`config.mk`:
```
export PLATFORM = sky130hd
export DESIGN_NAME = alu_ctrl_issue_flat
export DESIGN_NICKNAME = d
export VERILOG_FILES = /design/src/rtl/alu_ctrl_pkg.sv /design/src/rtl/alu_ctrl_issue_if.sv /design/src/rtl/alu_funct_decode.sv /design/src/rtl/alu_ctrl_issue.sv /design/src/flat_wrapper.sv
export SDC_FILE = /design/constraint.sdc
export NUM_CORES = 1
export LEC_CHECK = 0
export BUFFER_PORTS_ARGS = -buffer_cell sky130_fd_sc_hd__buf_2
export CAP_MARGIN = 20
export CORE_MARGIN = 3
export CORE_UTILIZATION = 35
export CTS_CLUSTER_SIZE = 24
export DETAILED_ROUTE_END_ITERATION = 8
export SLEW_MARGIN = 20
export SYNTH_ARGS = -nofsm -noshare
export SYNTH_HDL_FRONTEND = slang
export SYNTH_SLANG_ARGS = --single-unit
```
`constraint.sdc`:
```
create_clock -name clock -period 1.6 [get_ports clock]
set_input_delay 0.16 -clock clock [delete_from_list [all_inputs] [get_ports clock]]
set_output_delay 0.16 -clock clock [all_outputs]
set_load 0.02 [all_outputs]
```
`src/rtl/alu_ctrl_pkg.sv`:
```
// Shared constants for the ALU control issuer: operation codes, aluOp classes,
// R-type funct values, FSM state encoding and default cycle geometry.
package alu_ctrl_pkg;

  localparam int PHASES_DEFAULT     = 10;
  localparam int EXEC_PHASE_DEFAULT = 4;

  typedef logic [3:0] alu_code_t;

  localparam alu_code_t CODE_AND = 4'b0000;
  localparam alu_code_t CODE_OR  = 4'b0001;
  localparam alu_code_t CODE_ADD = 4'b0010;
  localparam alu_code_t CODE_SLL = 4'b0110;
  localparam alu_code_t CODE_SUB = 4'b1000;

  localparam logic [1:0] ALUOP_MEM    = 2'b00;
  localparam logic [1:0] ALUOP_BRANCH = 2'b01;
  localparam logic [1:0] ALUOP_RTYPE  = 2'b10;
  localparam logic [1:0] ALUOP_RSVD   = 2'b11;

  localparam logic [5:0] FUNCT_ADD = 6'b100000;
  localparam logic [5:0] FUNCT_SUB = 6'b100010;
  localparam logic [5:0] FUNCT_AND = 6'b100100;
  localparam logic [5:0] FUNCT_OR  = 6'b100101;
  localparam logic [5:0] FUNCT_SLL = 6'b000000;

  typedef enum logic [1:0] {
    ST_IDLE,
    ST_DECODE,
    ST_WAIT,
    ST_ISSUE
  } state_t;

endpackage

```
`src/rtl/alu_ctrl_issue_if.sv`:
```
// Request/response bundle between the main control unit (master) and the
// ALU control issuer (slave).
interface alu_ctrl_issue_if;
  logic       req_valid;
  logic       req_ready;
  logic [1:0] aluOp;
  logic [5:0] funct;
  logic [3:0] aluControl;
  logic       ctrl_valid;
  logic       illegal;
  logic [3:0] phase;

  modport master (
    output req_valid, aluOp, funct,
    input  req_ready, aluControl, ctrl_valid, illegal, phase
  );

  modport slave (
    input  req_valid, aluOp, funct,
    output req_ready, aluControl, ctrl_valid, illegal, phase
  );
endinterface

```
`src/rtl/alu_funct_decode.sv`:
```
// Combinational aluOp/funct to ALU operation code translation. Undecodable
// inputs flag illegal and fall back to add so callers may issue them anyway.
module alu_funct_decode
  import alu_ctrl_pkg::*;
(
  input  logic [1:0] alu_op,
  input  logic [5:0] funct,
  output alu_code_t  code,
  output logic       illegal
);

  // NOTE: every output gets a default before the case so no path leaves it
  // unassigned; a missing default here would infer a latch.
  always_comb begin
    code    = CODE_ADD;
    illegal = 1'b0;
    case (alu_op)
      ALUOP_MEM:    code = CODE_ADD;
      ALUOP_BRANCH: code = CODE_SUB;
      ALUOP_RTYPE: begin
        case (funct)
          FUNCT_ADD: code = CODE_ADD;
          FUNCT_SUB: code = CODE_SUB;
          FUNCT_AND: code = CODE_AND;
          FUNCT_OR:  code = CODE_OR;
          FUNCT_SLL: code = CODE_SLL;
          default:   illegal = 1'b1;
        endcase
      end
      default: illegal = 1'b1;
    endcase
  end

endmodule

```
`src/rtl/alu_ctrl_issue.sv`:
```
// ALU control issuer: captures a request, decodes it and presents aluControl
// in the execute phase of a free-running phase counter. Optional trap of
// undecodable requests is enabled by defining ALU_ILLEGAL_TRAP_EN.
module alu_ctrl_issue
  import alu_ctrl_pkg::*;
#(
  parameter int PHASES     = PHASES_DEFAULT,
  parameter int EXEC_PHASE = EXEC_PHASE_DEFAULT
) (
  input  logic             clock,
  input  logic             reset,
  alu_ctrl_issue_if.slave  bus
);

`ifdef ALU_ILLEGAL_TRAP_EN
  localparam bit TRAP_EN = 1'b1;
`else
  localparam bit TRAP_EN = 1'b0;
`endif

  localparam logic [3:0] PHASE_LAST     = 4'(PHASES - 1);
  localparam logic [3:0] PHASE_PRE_EXEC = 4'(EXEC_PHASE - 1);

  state_t    state_q, state_d;
  logic [3:0] phase_q;
  alu_code_t dec_code;
  logic      dec_illegal;
  alu_code_t code_q;
  logic      req_illegal_q;
  alu_code_t alu_control_q;
  logic      ctrl_valid_q, ctrl_valid_d;
  logic      illegal_q, illegal_d;
  logic      capture;

  alu_funct_decode u_decode (
    .alu_op  (bus.aluOp),
    .funct   (bus.funct),
    .code    (dec_code),
    .illegal (dec_illegal)
  );

  // NOTE: sequential state uses non-blocking assignments so every flop samples
  // pre-edge values regardless of process ordering.
  always_ff @(posedge clock or negedge reset) begin
    if (!reset) begin
      phase_q <= '0;
    end else if (phase_q == PHASE_LAST) begin
      phase_q <= '0;
    end else begin
      phase_q <= phase_q + 4'd1;
    end
  end

  always_comb begin
    state_d      = state_q;
    capture      = 1'b0;
    ctrl_valid_d = 1'b0;
    illegal_d    = 1'b0;
    case (state_q)
      ST_IDLE: begin
        if (bus.req_valid) begin
          capture   = 1'b1;
          illegal_d = TRAP_EN && dec_illegal;
          state_d   = ST_DECODE;
        end
      end
      ST_DECODE: state_d = req_illegal_q ? ST_IDLE : ST_WAIT;
      ST_WAIT: begin
        if (phase_q == PHASE_PRE_EXEC) begin
          ctrl_valid_d = 1'b1;
          state_d      = ST_ISSUE;
        end
      end
      ST_ISSUE: state_d = ST_IDLE;
      default:  state_d = ST_IDLE;
    endcase
  end

  always_ff @(posedge clock or negedge reset) begin
    if (!reset) begin
      state_q       <= ST_IDLE;
      alu_control_q <= CODE_AND;
      ctrl_valid_q  <= 1'b0;
      illegal_q     <= 1'b0;
      req_illegal_q <= 1'b0;
    end else begin
      state_q      <= state_d;
      ctrl_valid_q <= ctrl_valid_d;
      illegal_q    <= illegal_d;
      if (capture) begin
        req_illegal_q <= TRAP_EN && dec_illegal;
      end
      if (state_q == ST_DECODE) begin
        alu_control_q <= code_q;
      end
    end
  end

  // NOTE: the captured code is pure data read only after a capture loads it,
  // so it carries no reset and stays out of the reset tree.
  always_ff @(posedge clock) begin
    if (capture) begin
      code_q <= dec_code;
    end
  end

  assign bus.req_ready  = (state_q == ST_IDLE);
  assign bus.aluControl = alu_control_q;
  assign bus.ctrl_valid = ctrl_valid_q;
  assign bus.illegal    = illegal_q;
  assign bus.phase      = phase_q;

endmodule
```
`src/flat_wrapper.sv`:
```
// flat-port wrapper written by rule: the top's interface ports become plain ports
module alu_ctrl_issue_flat import alu_ctrl_pkg::*;
#(
  parameter int PHASES     = PHASES_DEFAULT,
  parameter int EXEC_PHASE = EXEC_PHASE_DEFAULT
)
  (clock, reset, bus_req_valid, bus_aluOp, bus_funct, bus_req_ready, bus_aluControl, bus_ctrl_valid, bus_illegal, bus_phase);
  alu_ctrl_issue_if bus_i ();
  input  logic clock;
  input  logic reset;
  input wire logic [$bits(bus_i.req_valid)-1:0] bus_req_valid;
  input wire logic [$bits(bus_i.aluOp)-1:0] bus_aluOp;
  input wire logic [$bits(bus_i.funct)-1:0] bus_funct;
  output wire logic [$bits(bus_i.req_ready)-1:0] bus_req_ready;
  output wire logic [$bits(bus_i.aluControl)-1:0] bus_aluControl;
  output wire logic [$bits(bus_i.ctrl_valid)-1:0] bus_ctrl_valid;
  output wire logic [$bits(bus_i.illegal)-1:0] bus_illegal;
  output wire logic [$bits(bus_i.phase)-1:0] bus_phase;
  assign bus_i.req_valid = bus_req_valid;
  assign bus_i.aluOp = bus_aluOp;
  assign bus_i.funct = bus_funct;
  assign bus_req_ready = bus_i.req_ready;
  assign bus_aluControl = bus_i.aluControl;
  assign bus_ctrl_valid = bus_i.ctrl_valid;
  assign bus_illegal = bus_i.illegal;
  assign bus_phase = bus_i.phase;
  alu_ctrl_issue #(.PHASES(PHASES), .EXEC_PHASE(EXEC_PHASE)) u_core (.clock(clock), .reset(reset), .bus(bus_i));
endmodule
```
======== Word level (Yosys, flattened, before mapping) ========
Index checks and enable logic that the tools add are counted.
word-level totals
  input port bits ......................... 11
  output and inout bits ................... 11
  logic and storage cells ................. 31
  bits in registers ....................... 15
operators by class
  reduce and logical (&&, ||, !) cells .... 3
  eq/ne operators ......................... 12
  $add $sub $neg .......................... 1
  muxes and demuxes ....................... 10
operators by type and width
  operator               count
  $eq A6 B6 Y1 const B   3
  $pmux W4 S4            1
  $pmux W2 S4            1
  $pmux W4 S2            1
  $eq A2 B2 Y1 const B   3
  $logic_not A6 Y1       1
  $add A4 B1 Y4 const B  1
  $eq A2 B1 Y1 const B   2
  $eq A4 B2 Y1 const B   1
  $eq A4 B4 Y1 const B   1
  $mux W1                4
  $mux W2                2
  $mux W4                1
  $logic_not A2 Y1       1
  $ne A2 B1 Y1 const B   1
  $ne A2 B2 Y1 const B   1
  $reduce_and A2 Y1      1

======== Logic depth before layout (Yosys ltp) ========
  depth after elaboration ................. 3
  depth in mapped cells ................... 5

======== Hierarchy ========
A second synthesis with hierarchy kept.
unflattened totals
  cell total of the unflattened synthesis .. 66
  area total of the unflattened synthesis .. 788.3 µm²
by module, submodules not included
  module            times used  area an instance (µm²)  cells each  sequential area each (µm²)
  alu_ctrl_issue    1           623.1                   44          395.4
  alu_funct_decode  1           165.2                   22          0.0

======== Least setup slack after synthesis ========
No wires, ideal clock.
  kind .................................... reg-to-reg
  start point ............................. register u_core.phase_q[2] (netlist: u_core.bus.phase[2])
  end point ............................... register u_core.state_q[1]
  buffers on the path ..................... 0
  setup slack ............................. 227 ps
  arrival time ............................ 1248 ps
  data required time ...................... 1475 ps
  clock period less this slack ............ 1373 ps
  stages on the path, launching flop included .. 4
  path through ............................ dfrtp_1 and4bb_1 a2bb2oi_2 mux2_4
on the way
  longest elaborated chain between the ends .. 3
ends and longest elaborated chain
  item                         RTL line              source
  start: declaration           alu_ctrl_issue.sv:25  logic [3:0] phase_q;
  start signal: assignment     alu_ctrl_issue.sv:50  phase_q <= phase_q + 4'd1;
  $eq A4 B2 Y1                 alu_ctrl_issue.sv:69  if (phase_q == PHASE_PRE_EXEC) begin
  $ne A2 B1 Y1 (no line)       --
  $reduce_and A2 Y1 (no line)  --
  end signal: assignment       alu_ctrl_issue.sv:87  state_q <= state_d;
  end: declaration             alu_ctrl_issue.sv:24  state_t state_q, state_d;
Every way passes these cells.
A chain may end at the register's enable or synchronous reset.

======== Final worst setup path ========
  start point ............................. register u_core.state_q[1]
  end point ............................... output port bus_req_ready
on the way
  longest elaborated chain between the ends .. 1
ends and longest elaborated chain
  item              RTL line               source
  $logic_not A2 Y1  alu_ctrl_issue.sv:107  assign bus.req_ready = (state_q == ST_IDLE);
  end: declaration  flat_wrapper.sv:14     output wire logic [$bits(bus_i.req_ready)-1:0] bus_req_ready;
Every way passes these cells.

==> impl_metrics.yaml <==
status:
  status: "finished, final reports clean"
run:
  cap_violations: 0
place:
  dp_hpwl_um: 966.5
  dp_cells: 110
  gp_congestion: 0.6520
  post-place-ws_ns: 0.2800
  place_area_um2: 874.6
  portBuffers: 20
sta:
  clock_skew_ns: 0.003709
  fin_crit_sh_pct: 84.92
  drv_slew: 0
  rsz0062_at_grt: "no"
  layout_setup_ws_ns: 0.2412
  finalHoldViolations: 0
  timing.fmax_mhz: 736.0
  layout_min_cycle_time_ns: 1.359
  tns_ns: 0
  setup_viol: 0
drt:
  drtAntennaViolNets: 0
  routedWlPerCell_um: 10.34
  drt-vias-per-instance: 4.487
  drc: 0
  drtIter0Drc: 9
  drt_first_pass_iters: 4
  vias: 516
  wl_um: 1189
synthesis:
  synth_seq_area_share_pct: 52.84
  syn_nets: 80
  synth.distinct_cells: 23
  syn_area_per_cell_um2: 11.69
  netlist_area_um2: 748.2
  ys_warn_count: 0
  syn_inst: 64
  ys_ff_latch: 15
clocking:
  cts_sinks: 15
  clk_latency_ns: 0.27
  cts.repair.resized: 0
  htreeDepth: 1
  cts_tree: "yes"
  cts_made_buffers: 3
  clockBufferDepth: 2
  cts_root_buffer: "clkbuf_4"
  path_clk_slew_ns: 0.08
setup_path:
  cpPeakStageDelay_ns: 0.41
  critPathLaunchType: "flip-flop"
  slowest_stage: "dfrtp_1"
  endpoint_kind: "output pin"
  critPathRequiredTime_ns: 1.44
  path_buf_inv: 2
  worstPathMaxFanout: 4
  cp_top_family: "flip-flops"
  worstPathCellList: "inv_1, ha_1, buf_2"
  setup.worst_path.class: "reg -> out"
  arrival_ns: 1.20
floorplan:
  die_x_um: 52.24
  core_um2: 2002
  initial_core_util_pct: 37.38
  num_io_pins: 22
  rows: 16
  die-height_um: 52.24
  die-area_um2: 2729
hold_path:
  hold_path_class: "in -> reg"
pwr:
  power_uw: 1242
  p_leak_uw: 0.0004533
  power_density_nw_per_um2: 1364
  peakVddDrop_mv: 0.5069
cells_and_area:
  final_area_um2: 910.9
  diodes: 0
  fin_cells: 115
  fill_cells: 208
  nets: 105
  drive_above_1_share_pct: 35.23
  area_growth_pct: 21.74
global_routing:
  grt_max_degree: 12
  antenna_found_initial: 0
  grtUsageTotal_pct: 10.78
  grt_pass1_vias: 499
  grt_pass1_wl_um: 2111
  grt_overflow: 0
==> path summary, 6_finish.rpt <==
kind                       slack [ns]                  endpoint                 from  cells after the start
max                              0.24             bus_req_ready    u_core.state_q[1]                      3
min                              0.19          u_core.code_q[2]         bus_funct[5]                      2
max reg2reg                      0.27         u_core.state_q[1]  u_core.bus.phase[2]                      3
min reg2reg                      0.48  u_core.bus.aluControl[2]     u_core.code_q[2]                      1
max in group asynchronous        1.13  u_core.bus.aluControl[0]                reset                      2
min in group asynchronous        0.27       u_core.bus.phase[0]                reset                      2
==> cells in the mapped netlist, drive strengths merged <==
| cell type | count | area (µm²) |
|---|---|---|
| dfrtp | 11 | 275.3 |
| inv | 7 | 26.28 |
| mux2 | 7 | 82.57 |
| nand2 | 6 | 22.52 |
| ha | 5 | 62.56 |
| nor2 | 5 | 18.77 |
| edfxtp | 4 | 120.1 |
| and2 | 2 | 12.51 |
| nor2b | 2 | 12.51 |
| nor3 | 2 | 10.01 |
| o21ai | 2 | 10.01 |
| a2bb2oi | 1 | 15.01 |
| a31oi | 1 | 6.260 |
| a41oi | 1 | 8.760 |
| and2b | 1 | 7.510 |
| and3b | 1 | 8.760 |
| and4bb | 1 | 12.51 |
| buf | 1 | 7.510 |
| conb | 1 | 3.750 |
| nor3b | 1 | 7.510 |
| o22a | 1 | 8.760 |
| xnor2 | 1 | 8.760 |
==> flip-flops by register name (all words and copies together) (netlist names) <==
register               cells
u_core.bus.aluControl      4
u_core.bus.ctrl_valid      1
u_core.bus.phase           4
u_core.code_q              4
u_core.state_q             2
==> layout make-up <==
type                       count  area [µm²]  area share, %
sequential                    15       395.4          43.41
multi-input combinational     41       319.1          35.03
inverter                       7       26.28          2.885
tap                           27       33.78          3.709
clock buffer                   4       26.28          2.885
timing repair buffer          21       110.1          12.09
==> power by group <==
group / switching (µW) / leakage (µW) / internal, µW
Sequential: 48.1 / 0.000168 / 497
Combinational: 251 / 0.000270 / 242
Clock: 108 / 0.0000150 / 96.5
Total: 407 / 0.000453 / 835
==> layout by cell type, fill, tap and decap left out, types with 2 or more instances in the layout <==
cell,instances
dfrtp_1,11
and2_1,2
ha_1,5
inv_1,7
buf_2,20
nor2_1,5
mux2_2,6
nor3_1,2
clkbuf_4,3
nor2b_1,2
o21ai_0,2
edfxtp_1,4
nand2_1,6
==> cells by family (layout without fill, tap and decap cells) <==
family | after synthesis | in the layout | synth area share (%)
flops | 15 | 15 | 52.84
other cells | 1 | 1 | 0.5012
fa+ha+maj | 5 | 5 | 8.361
xor+xnor | 1 | 1 | 1.171
buf+inv | 8 | 32 | 4.516
compound gates | 6 | 6 | 6.522
mux | 7 | 7 | 11.04
simple gates | 21 | 21 | 15.05
==> what timing repair did <==
action                                 4_1_cts  5_1_grt
buffers inserted                             0        0
endpoints found under the hold margin       11        0
hold buffers                                 1        0
==> per-stage QoR <==
step / utilization (%) / hold slack, ns
2_1_floorplan: - / -0.1356
3_3_place_gp: 43.69 / 0.03849
3_5_place_dp: 43.69 / 0.03926
4_1_cts: 45.50 / 0.1794
5_1_grt: 45.50 / 0.1758
6_report: 45.50 / 0.1945
==> routing by layer <==
| metal | part of all wire, % | global-route usage [%] |
|---|---|---|
| met1 | 46 | 14.41 |
| met2 | 47 | 16.32 |
| met4 | 2.6 | 7.660 |
| met5 | 0 | 0 |
| met3 | 5.1 | 0.8547 |
Power figures use the tool's default switching activity.
